<file path="config.mk">
export PLATFORM = sky130hd
export DESIGN_NAME = rom_access_controller
export DESIGN_NICKNAME = d
export VERILOG_FILES = /design/src/rtl/rom_access_controller.sv
export SDC_FILE = /design/constraint.sdc
export NUM_CORES = 1
export LEC_CHECK = 0
export BUFFER_PORTS_ARGS = -buffer_cell sky130_fd_sc_hd__clkbuf_2
export CORE_ASPECT_RATIO = 1.25
export CORE_UTILIZATION = 48
export DETAILED_ROUTE_END_ITERATION = 6
export PLACE_DENSITY = 0.77
export SETUP_SLACK_MARGIN = 0.1
export SKIP_LAST_GASP = 1
export SLEW_MARGIN = 20
export SYNTH_ARGS = -nofsm -noshare
export SYNTH_HDL_FRONTEND = slang
export SYNTH_SLANG_ARGS = --single-unit
</file>
<file path="constraint.sdc">
create_clock -name clk -period 2.2 [get_ports clk]
set_clock_uncertainty 0.2 [all_clocks]
set_input_delay 0 -clock clk [delete_from_list [all_inputs] [get_ports clk]]
set_output_delay 0 -clock clk [all_outputs]
set_load 0.01 [all_outputs]
</file>
<file path="src/rtl/rom_access_controller.sv">
// ============================================================================
// Module      : rom_access_controller
// Description : Sequences setup/access/hold read cycles on the shared ROM
//               socket for IP3601 (256x4) and IP3604 (512x8) chips.
// Revision    : 1.0 - initial release
// ============================================================================
`default_nettype none

module rom_access_controller #(
    parameter int ADDRESS_WIDTH = 10,
    parameter int DATA_WIDTH    = 8,
    parameter int SETUP_CYCLES  = 2,
    parameter int ACCESS_CYCLES = 8,
    parameter int HOLD_CYCLES   = 1
) (
    input  logic                     clk,
    input  logic                     reset_n,
    input  logic                     selected_chip,
    input  logic                     req_valid,
    output logic                     req_ready,
    input  logic [ADDRESS_WIDTH-1:0] req_address,
    output logic                     rsp_valid,
    output logic [DATA_WIDTH-1:0]    rsp_data,
    output logic                     busy,
    output logic [ADDRESS_WIDTH-1:0] chip_address_port,
    output logic [3:0]               chip_selection_port,
    input  logic [DATA_WIDTH-1:0]    chip_data_port
);

    typedef enum logic [1:0] {
        IDLE   = 2'd0,
        SETUP  = 2'd1,
        ACCESS = 2'd2,
        HOLD   = 2'd3
    } state_t;

    localparam int C_MAX_SA     = (SETUP_CYCLES > ACCESS_CYCLES) ? SETUP_CYCLES : ACCESS_CYCLES;
    localparam int C_MAX_CYCLES = (C_MAX_SA > HOLD_CYCLES) ? C_MAX_SA : HOLD_CYCLES;
    localparam int CNT_W        = (C_MAX_CYCLES + 1 > 2) ? $clog2(C_MAX_CYCLES + 1) : 1;

    localparam logic [CNT_W-1:0] C_SETUP_LOAD  = CNT_W'(SETUP_CYCLES - 1);
    localparam logic [CNT_W-1:0] C_ACCESS_LOAD = CNT_W'(ACCESS_CYCLES - 1);
    localparam logic [CNT_W-1:0] C_HOLD_LOAD   = CNT_W'(HOLD_CYCLES - 1);
    localparam logic [CNT_W-1:0] C_CNT_ONE     = CNT_W'(1);

    localparam logic [3:0] C_SEL_IDLE   = 4'b1111;
    localparam logic [3:0] C_SEL_IP3601 = 4'b1110;
    localparam logic [3:0] C_SEL_IP3604 = 4'b1101;

    state_t                   r_state;
    logic [CNT_W-1:0]         r_count;
    logic                     r_chip;
    logic [ADDRESS_WIDTH-1:0] w_masked_addr;
    logic [DATA_WIDTH-1:0]    w_masked_data;

    // IP3601 decodes 8 address bits, IP3604 decodes 9; everything above is 0.
    always_comb begin
        w_masked_addr = '0;
        for (int i = 0; i < ADDRESS_WIDTH; i++) begin
            w_masked_addr[i] = (i < 8 || (selected_chip && i == 8)) ? req_address[i] : 1'b0;
        end
    end

    // IP3601 is a nibble-wide part; its upper data lines are not driven.
    always_comb begin
        w_masked_data = '0;
        for (int i = 0; i < DATA_WIDTH; i++) begin
            w_masked_data[i] = (r_chip || i < 4) ? chip_data_port[i] : 1'b0;
        end
    end

    assign req_ready = (r_state == IDLE);

    always_ff @(posedge clk or negedge reset_n) begin
        if (!reset_n) begin
            r_state             <= IDLE;
            r_count             <= '0;
            r_chip              <= 1'b0;
            chip_address_port   <= '0;
            chip_selection_port <= C_SEL_IDLE;
            rsp_valid           <= 1'b0;
            rsp_data            <= '0;
            busy                <= 1'b0;
        end else begin
            rsp_valid <= 1'b0;
            case (r_state)
                IDLE: begin
                    if (req_valid) begin
                        r_state           <= SETUP;
                        r_count           <= C_SETUP_LOAD;
                        r_chip            <= selected_chip;
                        chip_address_port <= w_masked_addr;
                        busy              <= 1'b1;
                    end
                end
                SETUP: begin
                    if (r_count == '0) begin
                        r_state             <= ACCESS;
                        r_count             <= C_ACCESS_LOAD;
                        chip_selection_port <= r_chip ? C_SEL_IP3604 : C_SEL_IP3601;
                    end else begin
                        r_count <= r_count - C_CNT_ONE;
                    end
                end
                ACCESS: begin
                    if (r_count == '0) begin
                        r_state             <= HOLD;
                        r_count             <= C_HOLD_LOAD;
                        chip_selection_port <= C_SEL_IDLE;
                        rsp_valid           <= 1'b1;
                        rsp_data            <= w_masked_data;
                    end else begin
                        r_count <= r_count - C_CNT_ONE;
                    end
                end
                HOLD: begin
                    if (r_count == '0) begin
                        r_state <= IDLE;
                        r_count <= '0;
                        busy    <= 1'b0;
                    end else begin
                        r_count <= r_count - C_CNT_ONE;
                    end
                end
                default: begin
                    r_state             <= IDLE;
                    r_count             <= '0;
                    chip_selection_port <= C_SEL_IDLE;
                    busy                <= 1'b0;
                end
            endcase
        end
    end

endmodule

`default_nettype wire

</file>
======== Word level (Yosys, flattened, before mapping) ========
Cells that the tools add are included.
operators by class
  add/subtract/negate cells ............... 1
  equality and inequality tests ........... 7
  mux-type cells .......................... 23
  reduce and logical (&&, ||, !) cells .... 10
operator list
  kind                   number
  $mux W4                5
  $pmux W4 S3            1
  $mux W2                5
  $mux W1                9
  $ne A2 B2 Y1 const B   4
  $pmux W2 S4            1
  $pmux W4 S2            1
  $reduce_and A3 Y1      2
  $eq A2 B2 Y1 const B   2
  $logic_not A4 Y1       1
  $reduce_and A2 Y1      2
  $reduce_and A4 Y1      1
  $reduce_bool A2 Y1     2
  $sub A4 B1 Y4 const B  1
  $eq A2 B1 Y1 const B   1
  $logic_not A2 Y1       1
  $pmux W1 S2            1
  $reduce_or A2 Y1       1
word-level totals
  flip-flop bits (word level) ............. 30
  bits of input ports ..................... 22
  output and inout bits ................... 25
  word-level logic and storage cells ...... 49

======== Logic depth before layout (Yosys ltp) ========
Gate-level depths: netlist of run 1.
  word-level depth ........................ 3
  mapped depth ............................ 6
  depth with buffers taken out ............ 5

======== Least setup slack after synthesis of run 1 ========
Ideal clock, no wire load.
  kind .................................... reg2reg
  start point ............................. register r_state[0]
  end point ............................... register r_state[1]
  setup time .............................. 0.125 ns
  data arrival time ....................... 1.482 ns
  data required time ...................... 1.875 ns
  setup slack ............................. 0.393 ns
  stages on the path, launching flop included .. 7
  buffers on the path ..................... 1
  path through ............................ dfrtp_1 -> inv_1 -> ha_1 -> clkbuf_8 -> nor3_4 -> o21ai_0 -> mux2_2
between the ends
  word-level cells in the longest chain between the ends .. 3
  elaborated cells on any way between the ends .. 10
  those cells by class .................... 7 x eq/ne; 1 x mux; 2 x reduce/logical
ends and longest elaborated chain
  what                                        RTL line  source
  from (decl)                                 50        state_t r_state;
  from (signal assigned)                      76        r_state <= IDLE;
  from (signal assigned)                      89        r_state <= SETUP;
  from (signal assigned)                      98        r_state <= ACCESS;
  $eq A2 B1 Y1, or another cell as far along  86        case (r_state)
  $ne A2 B2 Y1 (no line)                      --
  $reduce_and A4 Y1 (no line)                 --
Several ways; a longest one is shown, not always the timed one.
A chain may end at the register's enable or synchronous reset.

======== Final worst setup path of run 1 ========
  start point ............................. register r_state[1]
  end point ............................... register r_state[1]
Same word-level chain as after synthesis.

==> results of run 1 <==
==> worst max-delay path, cell delays in order, from the launching register on <==
cell and delay [ps]:
dfrtp_1 440, inv_1 110, ha_1 280, nor3_4 80
o21ai_0 290, mux2_2 370
==> worst paths after layout <==
path | from | end
max | r_state[1] | r_state[1]
min | reset_n | r_count[3]
max reg2reg | r_state[1] | r_state[1]
min reg2reg | rsp_data[4] | rsp_data[4]
max in group asynchronous | reset_n | chip_address_port[3]
min in group clk | req_address[7] | chip_address_port[7]
==> routing by layer <==
layer,wire length (microns),global-route usage (%),vias to the layer above
met3,77,3.76,4
met2,1430,36.0,26
li1,-,-,487
met5,0,0,-
met1,1170,24.2,474
met4,38,8.40,0
==> registers in the layout, summed over array words and instances (netlist names) <==
name	flops
rsp_data	8
chip_address_port	9
r_chip	1
r_state	2
r_count	4
rsp_valid	1
busy	1
chip_selection_port	2
==> final cells by class <==
cell class / instances / area [sq um] / area share, %
flip-flops and latches: 28 / 703 / 38.7
multi-input cells: 66 / 564 / 31.1
repair buffers: 65 / 435 / 24.0
well taps: 34 / 42.5 / 2.34
clock inverters: 1 / 30.0 / 1.65
clock buffers: 3 / 22.5 / 1.24
inverters: 5 / 18.8 / 1.03
==> logic make-up (layout without fill, tap and decap cells) <==
family | Yosys count | count (layout) | synth area share (%)
other cells | 2 | 3 | 0.563
simple gates | 23 | 23 | 11.0
mux | 15 | 15 | 13.7
flops | 28 | 28 | 52.7
fa+ha+maj | 5 | 5 | 4.69
compound gates | 20 | 20 | 12.1
buf+inv | 11 | 74 | 5.34
==> through the flow <==
| stage | area [sq um] | utilization, % | setup WS (ps) | power [mW] |
|---|---|---|---|---|
| final | 1820 | 68.5 | 334 | 2.57 |
| after global routing | 1820 | 68.5 | 214 | 2.76 |
| after CTS | 1820 | 68.5 | 324 | 2.58 |
| after detailed placement | 1550 | 58.6 | 349 | 2.22 |
| after global placement | 1550 | 58.6 | 417 | 2.14 |
| after floorplan | 1340 | - | 393 | 1.87 |
==> cell usage after synthesis, types with 2 or more instances <==
| cell type | count |
|---|---|
| buf_4 | 3 |
| mux2_2 | 10 |
| o21a_1 | 3 |
| o32a_1 | 2 |
| nand2_1 | 5 |
| conb_1 | 2 |
| o21ai_0 | 3 |
| nor3_1 | 3 |
| dfstp_2 | 2 |
| a21oi_1 | 2 |
| ha_1 | 5 |
| mux2_4 | 4 |
| dfrtp_1 | 26 |
| nor2_1 | 5 |
| inv_1 | 5 |
| nand4_1 | 4 |
| a21bo_2 | 4 |
==> where the power goes <==
group | total (mW) | internal (mW) | switching, mW | leakage (nW)
Combinational | 1.32 | 0.654 | 0.663 | 0.535
Sequential | 0.915 | 0.761 | 0.154 | 0.340
Clock | 0.337 | 0.184 | 0.153 | 0.0279
Total | 2.57 | 1.60 | 0.970 | 0.903
==> key figures, run 1 <==
Global route
  – Vias in the first global route: 1010
  – Overall global routing resource usage: just over 20%
  – Initial antenna violation count: 0
  – Largest net degree at the start of global routing: 29
  – First-pass GRT wire length: 4.47 mm
  – Overflow after GRT: 0

Place
  – DP Cell Count: approximately 180
  – PortBufs: 42
  – Placer Congestion: roughly 0.86
  – Hpwl dp: around 1.8 mm

Clock network
  – Num CTS Buffers: 3
  – # H-tree levels: 1
  – CTS tree: yes
  – Clock sinks: 28
  – Post-CTS Resized: 0
  – Hold_buf cts: 21
  – CTS Buffer Depth: 2
  – Later-pin clock latency in the skew report: 330 ps
  – Root Driver: clkbuf_4
  – Worst-path clk slew: 150 ps
  – Setup Buffers After CTS: 0

Yosys
  – Area leader, netlist: dfrtp_1
  – Post-synth ARST share: 100%
  – Ys flop type: dfrtp_1
  – Post-Syn Area per Cell: ~13 sq um
  – Yosys cell types: 33
  – Synth area leaders: dfrtp_1, mux2_2, ha_1, mux2_4, dfstp_2
  – Yosys reg bits: 28
  – Synthesized area: 1340 sq um
  – Synth top area share: 48.7%
  – Number of flops mapped to enable cells by yosys: 0
  – Post-synthesis sequential area ratio: 52.7%
  – Cells after Synth: approximately 100
  – Warnings, synthesis: 0

Cells and area
  – Final instance count without filler cells: 202
  – Most frequent cells in the layout: clkbuf_2, dfrtp_1, dlygate4sd3_1
  – N_diodes: 0
  – Nets: between 150 and 200
  – FILL cells: 197
  – Area Overhead vs Synth: 36.1%
  – Layout cell share with drive strength beyond 1: 43.5%
  – Commonest non-fill, non-tap cell in the layout: clkbuf_2

Setup path
  – CP max FO: 6
  – Crit path launch type: flip-flop
  – Crit path DAT: 1900 ps
  – R2r setup slk: 330 ps
  – Crit path kind: flip-flop to flip-flop
  – Critical Path RT: 2240 ps
  – Worst-case reg-to-reg path depth: 5
  – Critical Path End Type: flip-flop

Die
  – Starting Density: roughly half
  – Core area: 2650 sq um
  – Die X-Extent: 49.2 microns
  – Row cnt: 21
  – # IOs: 47
  – Die H: 61.0 microns
  – Die Footprint: 3000 sq um

Hold path
  – Worst hold path type: input port to async pin

Pwr
  – Worst IR Drop VDD: 1.25 mV
  – Lkg Pwr: 0.903 nW
  – Pwr/cell area: roughly 1400 nW/um^2

Timing
  – Max frequency: 536 MHz
  – Final Setup Violations: 0
  – TNS Setup: 0 ps
  – Worst-Margin Slew: 659 ps
  – Final hold viol count: 0
  – Final Max Slew Viols: 0
  – Crit share post-route: 84.8%
  – Relative slew slack: a little under three fifths
  – RSZ-0062 raised after global routing: false
  – Crit path time final: 1870 ps
  – WHS: 3.88 ps

Route
  – Vias: 991
  – Routed Antenna Nets: 0
  – TritonRoute pass-1 iters: 4
  – DRT iter0 DRCs: 13
  – Routed wire per std cell: 13.5 microns
  – Residual DRC: 0
  – DR vias/cell: between 4 and 5
  – Routed wire length: 2.72 mm

Run status
  – Status: finished clean

Job
  – Max_cap viols: 0
Note: power is estimated with default switching activity, not from simulation.
==> inputs of run 2 (changes only) <==
Settings changed: ABC_AREA set to 1.
Clock period 2.2 ns to 1.77 ns, I/O delays scaled along.
==> key figures, run 2 <==
Global route
  – Overflow after GRT: 0 (unchanged)
  – Largest net degree at the start of global routing: 29 (unchanged)
  – Initial antenna violation count: 0 (unchanged)
  – Vias in the first global route: 1124 (+11%)
  – First-pass GRT wire length: 4.91 mm (+9.7%)
  – Overall global routing resource usage: 22.3% (+2.1 points)

Timing
  – TNS Setup: 0 ps (unchanged)
  – Final Max Slew Viols: 0 (unchanged)
  – RSZ-0062 raised after global routing: true
  – Crit share post-route: 89.0% (+4.2 points)
  – Worst-Margin Slew: 683 ps (+24.7 ps)
  – Final Setup Violations: 0 (unchanged)
  – Max frequency: 635 MHz (+18%)
  – Crit path time final: 1570 ps (-291 ps)
  – Relative slew slack: 54.4% (-1.6 points)
  – Final hold viol count: 0 (unchanged)
  – WHS: 2.75 ps (-1.13 ps)

Pwr
  – Pwr/cell area: 1710 nW/um^2 (+21%)
  – Clock share of power: 13.7% (+0.6 points)
  – Lkg Pwr: 1.02 nW (+13%)
  – Sw power: 1.35 mW (+39%)
  – Worst IR Drop VDD: 1.00 mV (-20%)
  – Share of total power in combinational logic: 49.7% (-1.6 points)
  – Int Power: 1.78 mW (+11%)
  – Switch share: 43.2% (+5.4 points)
  – Sequential Power Share: 36.7% (+1.1 points)

Die
  – Die Footprint: 2990 sq um (-0.18%)
  – Die X-Extent: 49.1 microns (about the same)
  – # IOs: 47 (unchanged)
  – Starting Density: 50.2% (-0.094 points)
  – Row cnt: 21 (unchanged)
  – Die H: 60.9 microns (about the same)
  – Core area: 2650 sq um (unchanged)

Hold path
  – Worst hold path type: input port to async pin

Cells and area
  – Top flop regs: chip_address_port (9), rsp_data (8), r_count (4)
  – Most frequent cells in the layout: nand2_1, clkbuf_2, dfrtp_1
  – Commonest non-fill, non-tap cell in the layout: nand2_1
  – Largest Register: chip_address_port
  – FILL cells: 206 (+4.6%)
  – N_diodes: 0 (unchanged)
  – Layout cell share with drive strength beyond 1: 28.0% (-15 points)
  – Final instance count without filler cells: 252 (+25%)
  – Area Overhead vs Synth: 37.2%
  – Final core utilization: 68.9% (+0.42 points)
  – Nets: 246 (+26%)
  – Max reg flops: 9 (unchanged)

Yosys
  – Synthesized area: 1330 sq um (-0.19%)
  – Synth top area share: 48.8% (+0.092 points)
  – Most instantiated cells after synthesis: nand2_1, dfrtp_1, inv_1
  – Warnings, synthesis: 0 (unchanged)
  – Yosys cell types: 23 (-30%)
  – Yosys reg bits: 28 (unchanged)
  – Area leader, netlist: dfrtp_1
  – Post-synthesis sequential area ratio: 52.8% (+0.099 points)
  – Count leader, synth: nand2_1
  – Synth area leaders: dfrtp_1, nand2_1, ha_1, dfstp_2, nand3_1
  – Post-synth ARST share: 100% (unchanged)
  – Cells after Synth: 155 (+49%)
  – Number of flops mapped to enable cells by yosys: 0 (unchanged)
  – Ys flop type: dfrtp_1
  – Post-Syn Area per Cell: 8.60 sq um (-33%)

Route
  – Routed Antenna Nets: 0 (unchanged)
  – DRT iter0 DRCs: 29 (+16)
  – TritonRoute pass-1 iters: 4 (unchanged)
  – Routed wire per std cell: 12.7 microns (-5.8%)
  – DR vias/cell: 4.92 (+0.30%)
  – Vias: 1240 (+25%)
  – Residual DRC: 0 (unchanged)
  – Routed wire length: 3.19 mm (+17%)

Clock network
  – Clock sinks: 28 (unchanged)
  – # H-tree levels: 1 (unchanged)
  – Worst-path clk slew: 160 ps (about the same)
  – CTS tree: yes
  – CTS Buffer Depth: 2 (unchanged)
  – Num CTS Buffers: 3 (unchanged)
  – Later-pin clock latency in the skew report: 350 ps (+20 ps)
  – Root Driver: clkbuf_4

Setup path
  – CP max FO: 4 (-2)
  – Crit path kind: flip-flop to flip-flop
  – Worst-case reg-to-reg path depth: 8 (+3)
  – Crit path launch type: flip-flop
  – Crit path DAT: 1610 ps (-290 ps)
  – R2r setup slk: 200 ps (-140 ps)
  – Worst setup path startpoint: r_state[1]
  – Critical Path End Type: flip-flop
  – FF-to-FF Start: r_state[1]
  – Critical Path RT: 1810 ps (-430 ps)

Place
  – PortBufs: 42 (unchanged)
  – Hpwl dp: 1.99 mm (+12%)
  – Placer Congestion: 0.804 (-6.6%)
  – DP Cell Count: 226 (+28%)

Run status
  – Status: finished clean

Job
  – Max_cap viols: 0 (unchanged)
run 2: final cells by class:
cell class / count / area [sq um] / share of cell area, %
Sequential cell: 28 / 703 / 38.5
Multi-Input combinational cell: 108 / 542 / 29.6
Timing Repair Buffer: 66 / 443 / 24.2
Inverter: 12 / 45.0 / 2.46
Tap cell: 34 / 42.5 / 2.33
Clock inverter: 1 / 30.0 / 1.64
Clock buffer: 3 / 22.5 / 1.23
run 2: layer usage:
metal / up-vias / track usage, % / wire length (microns)
met5: - / 0 / 0
met4: 0 / 13.0 / 86
met3: 11 / 4.76 / 175
met2: 46 / 41.7 / 1730
met1: 574 / 23.3 / 1200
li1: 609 / - / -
run 2: power groups by stage:
stage               combinational (mW)  sequential [mW]  clock [mW]
floorplan                        0.910             1.23           0
finish                            1.55             1.14       0.426
global placement                  1.37             1.14           0
detailed placement                1.43             1.15           0
CTS                               1.48             1.15       0.430
global route                      1.75             1.18       0.451
run 2: through the flow:
step	power [mW]	instance area, sq um	setup slack [ps]
2_1_floorplan	2.14	1340	205
3_3_place_gp	2.51	1540	170
3_5_place_dp	2.59	1540	94.1
4_1_cts	3.06	1810	117
5_1_grt	3.38	1830	75.1
6_report	3.12	1830	195
run 2: kinds of logic after synthesis:
family | synth area share (%)
other cells | 0.564
buf+inv | 7.98
flops | 52.8
simple gates | 27.8
compound gates | 6.20
fa+ha+maj | 4.69
run 2: path summary, 6_finish.rpt:
check | end
worst min register to register | chip_selection_port[1]
min in group clk | rsp_data[0]
worst min-delay path | rsp_data[6]
max in group asynchronous | chip_address_port[8]
worst max-delay path | r_state[1]
worst max register to register | r_state[1]
run 2: worst max-delay path, stage by stage, from the launching register on:
cell,delay (ps)
dfrtp_1,430
inv_1,100
ha_1,200
inv_1,100
nand2_1,70
nand2_1,140
nand3_1,130
nand2_1,70
nand2_1,50
run 2: timing repair:
item | in CTS | in global routing
setup endpoints to repair | 1 | 22
hold buffers | 21 | 0
pin swaps | 0 | 1
buffers inserted | 0 | 1
gates resized for setup | 1 | 6
endpoints found under the hold margin | 52 | 0
==> inputs of run 3 (changes only) <==
Settings changed: ABC_AREA 1 to 0.
==> key figures, run 3 (synthesized netlist as in run 1, its figures left out) <==
Route
  – TritonRoute pass-1 iters: 5 (+1)
  – Routed wire length: 2.98 mm (-6.8%)
  – DR vias/cell: 4.95 (+0.65%)
  – Vias: 1050 (-15%)
  – Routed Antenna Nets: 0 (unchanged)
  – Residual DRC: 0 (unchanged)
  – DRT iter0 DRCs: 12 (-59%)
  – Routed wire per std cell: 14.0 microns (+11%)

Setup path
  – Crit path max-delay family: flip-flops
  – Worst setup path end: r_state[1]
  – Stages on the worst setup path: 5 (-3)
  – Worst Path Buf+Inv: 1 (-1)
  – Crit path launch type: flip-flop
  – Worst path max stage delay: 430 ps (about the same)
  – RR Endpoint: r_state[1]
  – FF-to-FF Start: r_state[0]
  – Worst setup path startpoint: r_state[0]
  – Crit path kind: flip-flop to flip-flop
  – Cells along the critical path: inv_2 -> ha_4 -> nor3_4 -> o21ai_2 -> mux2_2
  – Worst-case reg-to-reg path depth: 5 (-3)
  – CP max FO: 6 (+2)
  – Critical Path End Type: flip-flop
  – Crit path DAT: 1740 ps (+130 ps)
  – Critical Path RT: 1790 ps (-20 ps)
  – Slowest CP cell: dfrtp_1
  – R2r setup slk: 60 ps (-140 ps)

Die
  – Die H: 61.0 microns (about the same)
  – Die X-Extent: 49.2 microns (about the same)
  – Die Footprint: 3000 sq um (+0.18%)
  – # IOs: 47 (unchanged)
  – Row cnt: 21 (unchanged)
  – Core area: 2650 sq um (unchanged)
  – Starting Density: 50.3% (+0.094 points)

Cells and area
  – Final core utilization: 74.4% (+5.5 points)
  – Register area: 706 sq um (+0.36%)
  – Multi-input gate area: 631 sq um (+16%)
  – Commonest non-fill, non-tap cell in the layout: clkbuf_2
  – Most frequent cells in the layout: clkbuf_2, dfrtp_1, dlygate4sd3_1
  – Layout cell share with drive strength beyond 1: 53.4% (+25 points)
  – Max reg flops: 9 (unchanged)
  – FILL cells: 170 (-17%)
  – Largest Register: chip_address_port
  – Area Overhead vs Synth: 47.9%
  – Top flop regs: chip_address_port (9), rsp_data (8), r_count (4)
  – N_diodes: 0 (unchanged)
  – Nets: 206 (-16%)
  – Final instance count without filler cells: 212 (-16%)

Place
  – PortBufs: 42 (unchanged)
  – Placer Congestion: 0.819 (+1.8%)
  – DP Cell Count: 177 (-22%)
  – Place WS: -12.6 ps (-107 ps)
  – Hpwl dp: 1.83 mm (-8.0%)

Timing
  – Setup ws final: 58.5 ps (-137 ps)
  – RSZ-0062 raised after global routing: true
  – Worst-Margin Slew: 661 ps (-22.7 ps)
  – Final Setup Violations: 0 (unchanged)
  – WHS: 6.57 ps (+3.82 ps)
  – Crit share post-route: 96.7% (+7.7 points)
  – Relative slew slack: 56.0% (+1.5 points)
  – Final Max Slew Viols: 0 (unchanged)
  – Max frequency: 584 MHz (-8.0%)
  – Final hold viol count: 0 (unchanged)
  – Crit path time final: 1710 ps (+137 ps)

Pwr
  – Share of total power in combinational logic: 56.5% (+6.8 points)
  – Sw power: 1.37 mW (+1.8%)
  – Sequential Power Share: 32.0% (-4.7 points)
  – Switch share: 37.7% (-5.5 points)
  – Pwr/cell area: 1850 nW/um^2 (+8.0%)
  – Worst IR Drop VDD: 1.25 mV (+25%)
  – Lkg Pwr: 0.961 nW (-5.8%)
  – Clock share of power: 11.5% (-2.2 points)
  – Final total power: 3.64 mW (+17%)
  – Int Power: 2.27 mW (+28%)

Clock network
  – Clock sinks: 28 (unchanged)
  – Worst-path clk slew: 150 ps (about the same)
  – # H-tree levels: 1 (unchanged)
  – Num CTS Buffers: 3 (unchanged)
  – CTS Buffer Depth: 2 (unchanged)
  – Root Driver: clkbuf_4
  – CTS tree: yes
  – Later-pin clock latency in the skew report: 320 ps (-30 ps)

Global route
  – Vias in the first global route: 1068 (-5.0%)
  – First-pass GRT wire length: 4.70 mm (-4.2%)
  – Initial antenna violation count: 0 (unchanged)
  – Overall global routing resource usage: 21.1% (-1.2 points)
  – Overflow after GRT: 0 (unchanged)
  – Largest net degree at the start of global routing: 29 (unchanged)

Run status
  – Status: finished clean

Hold path
  – Worst hold path type: input port to async pin

Job
  – Max_cap viols: 0 (unchanged)
[run 3: cell count changes in the layout (fill, tap and decap cells not counted), moves of 3 or more]
cell / before / now
nand3_1: 10 / 0
inv_1: 10 / 3
ha_4: 0 / 3
buf_4: 3 / 9
o21ai_0: 10 / 2
nand2_1: 61 / 4
a21bo_2: 0 / 4
mux2_4: 0 / 4
mux2_2: 0 / 10
o21a_1: 0 / 3
[run 3: worst min path at each step]
stage / to / slack [ps] / depth (start not counted) / start
finish: rsp_data[0] / 7 / 2 / reset_n
global placement: r_count[3] / -130 / 1 / reset_n
detailed placement: r_count[3] / -130 / 1 / reset_n
floorplan: busy / -500 / 0 / reset_n
CTS: rsp_data[0] / 30 / 2 / reset_n
global route: rsp_data[0] / 60 / 2 / reset_n
[run 3: layer usage]
layer	GRT usage, %	share of wire [%]
met4	9.24	1.0
met5	0	0
met3	3.26	3.0
met1	23.4	40
met2	40.3	56
[run 3: what timing repair did]
action	in CTS	in global routing
hold endpoints to repair	49	0
gates cloned	1	0
resized for setup	13	5
hold buffers	21	0
pin swaps	2	3
setup endpoints to repair	17	14
buffers inserted	5	4
[run 3: power by group through the flow]
stage	registers [mW]	logic [mW]	clock network, mW
global route	1.20	2.21	0.455
floorplan	1.23	1.11	0
finish	1.17	2.06	0.419
detailed placement	1.16	1.62	0
CTS	1.16	1.93	0.425
global placement	1.13	1.55	0
[run 3: stage by stage]
step                instance area, sq um  TNS [ps]
floorplan                           1340         0
CTS                                 1930         0
detailed placement                  1560     -34.3
finish                              1970         0
global route                        1970         0
global placement                    1560         0
[run 3: area by class of cell]
cell class / instances / area share [%]
sequential: 28 / 35.7
clock inverter: 1 / 1.52
inverter: 5 / 1.08
tap: 34 / 2.15
multi-input combinational: 66 / 31.9
timing repair buffer: 75 / 26.4
clock buffer: 3 / 1.14
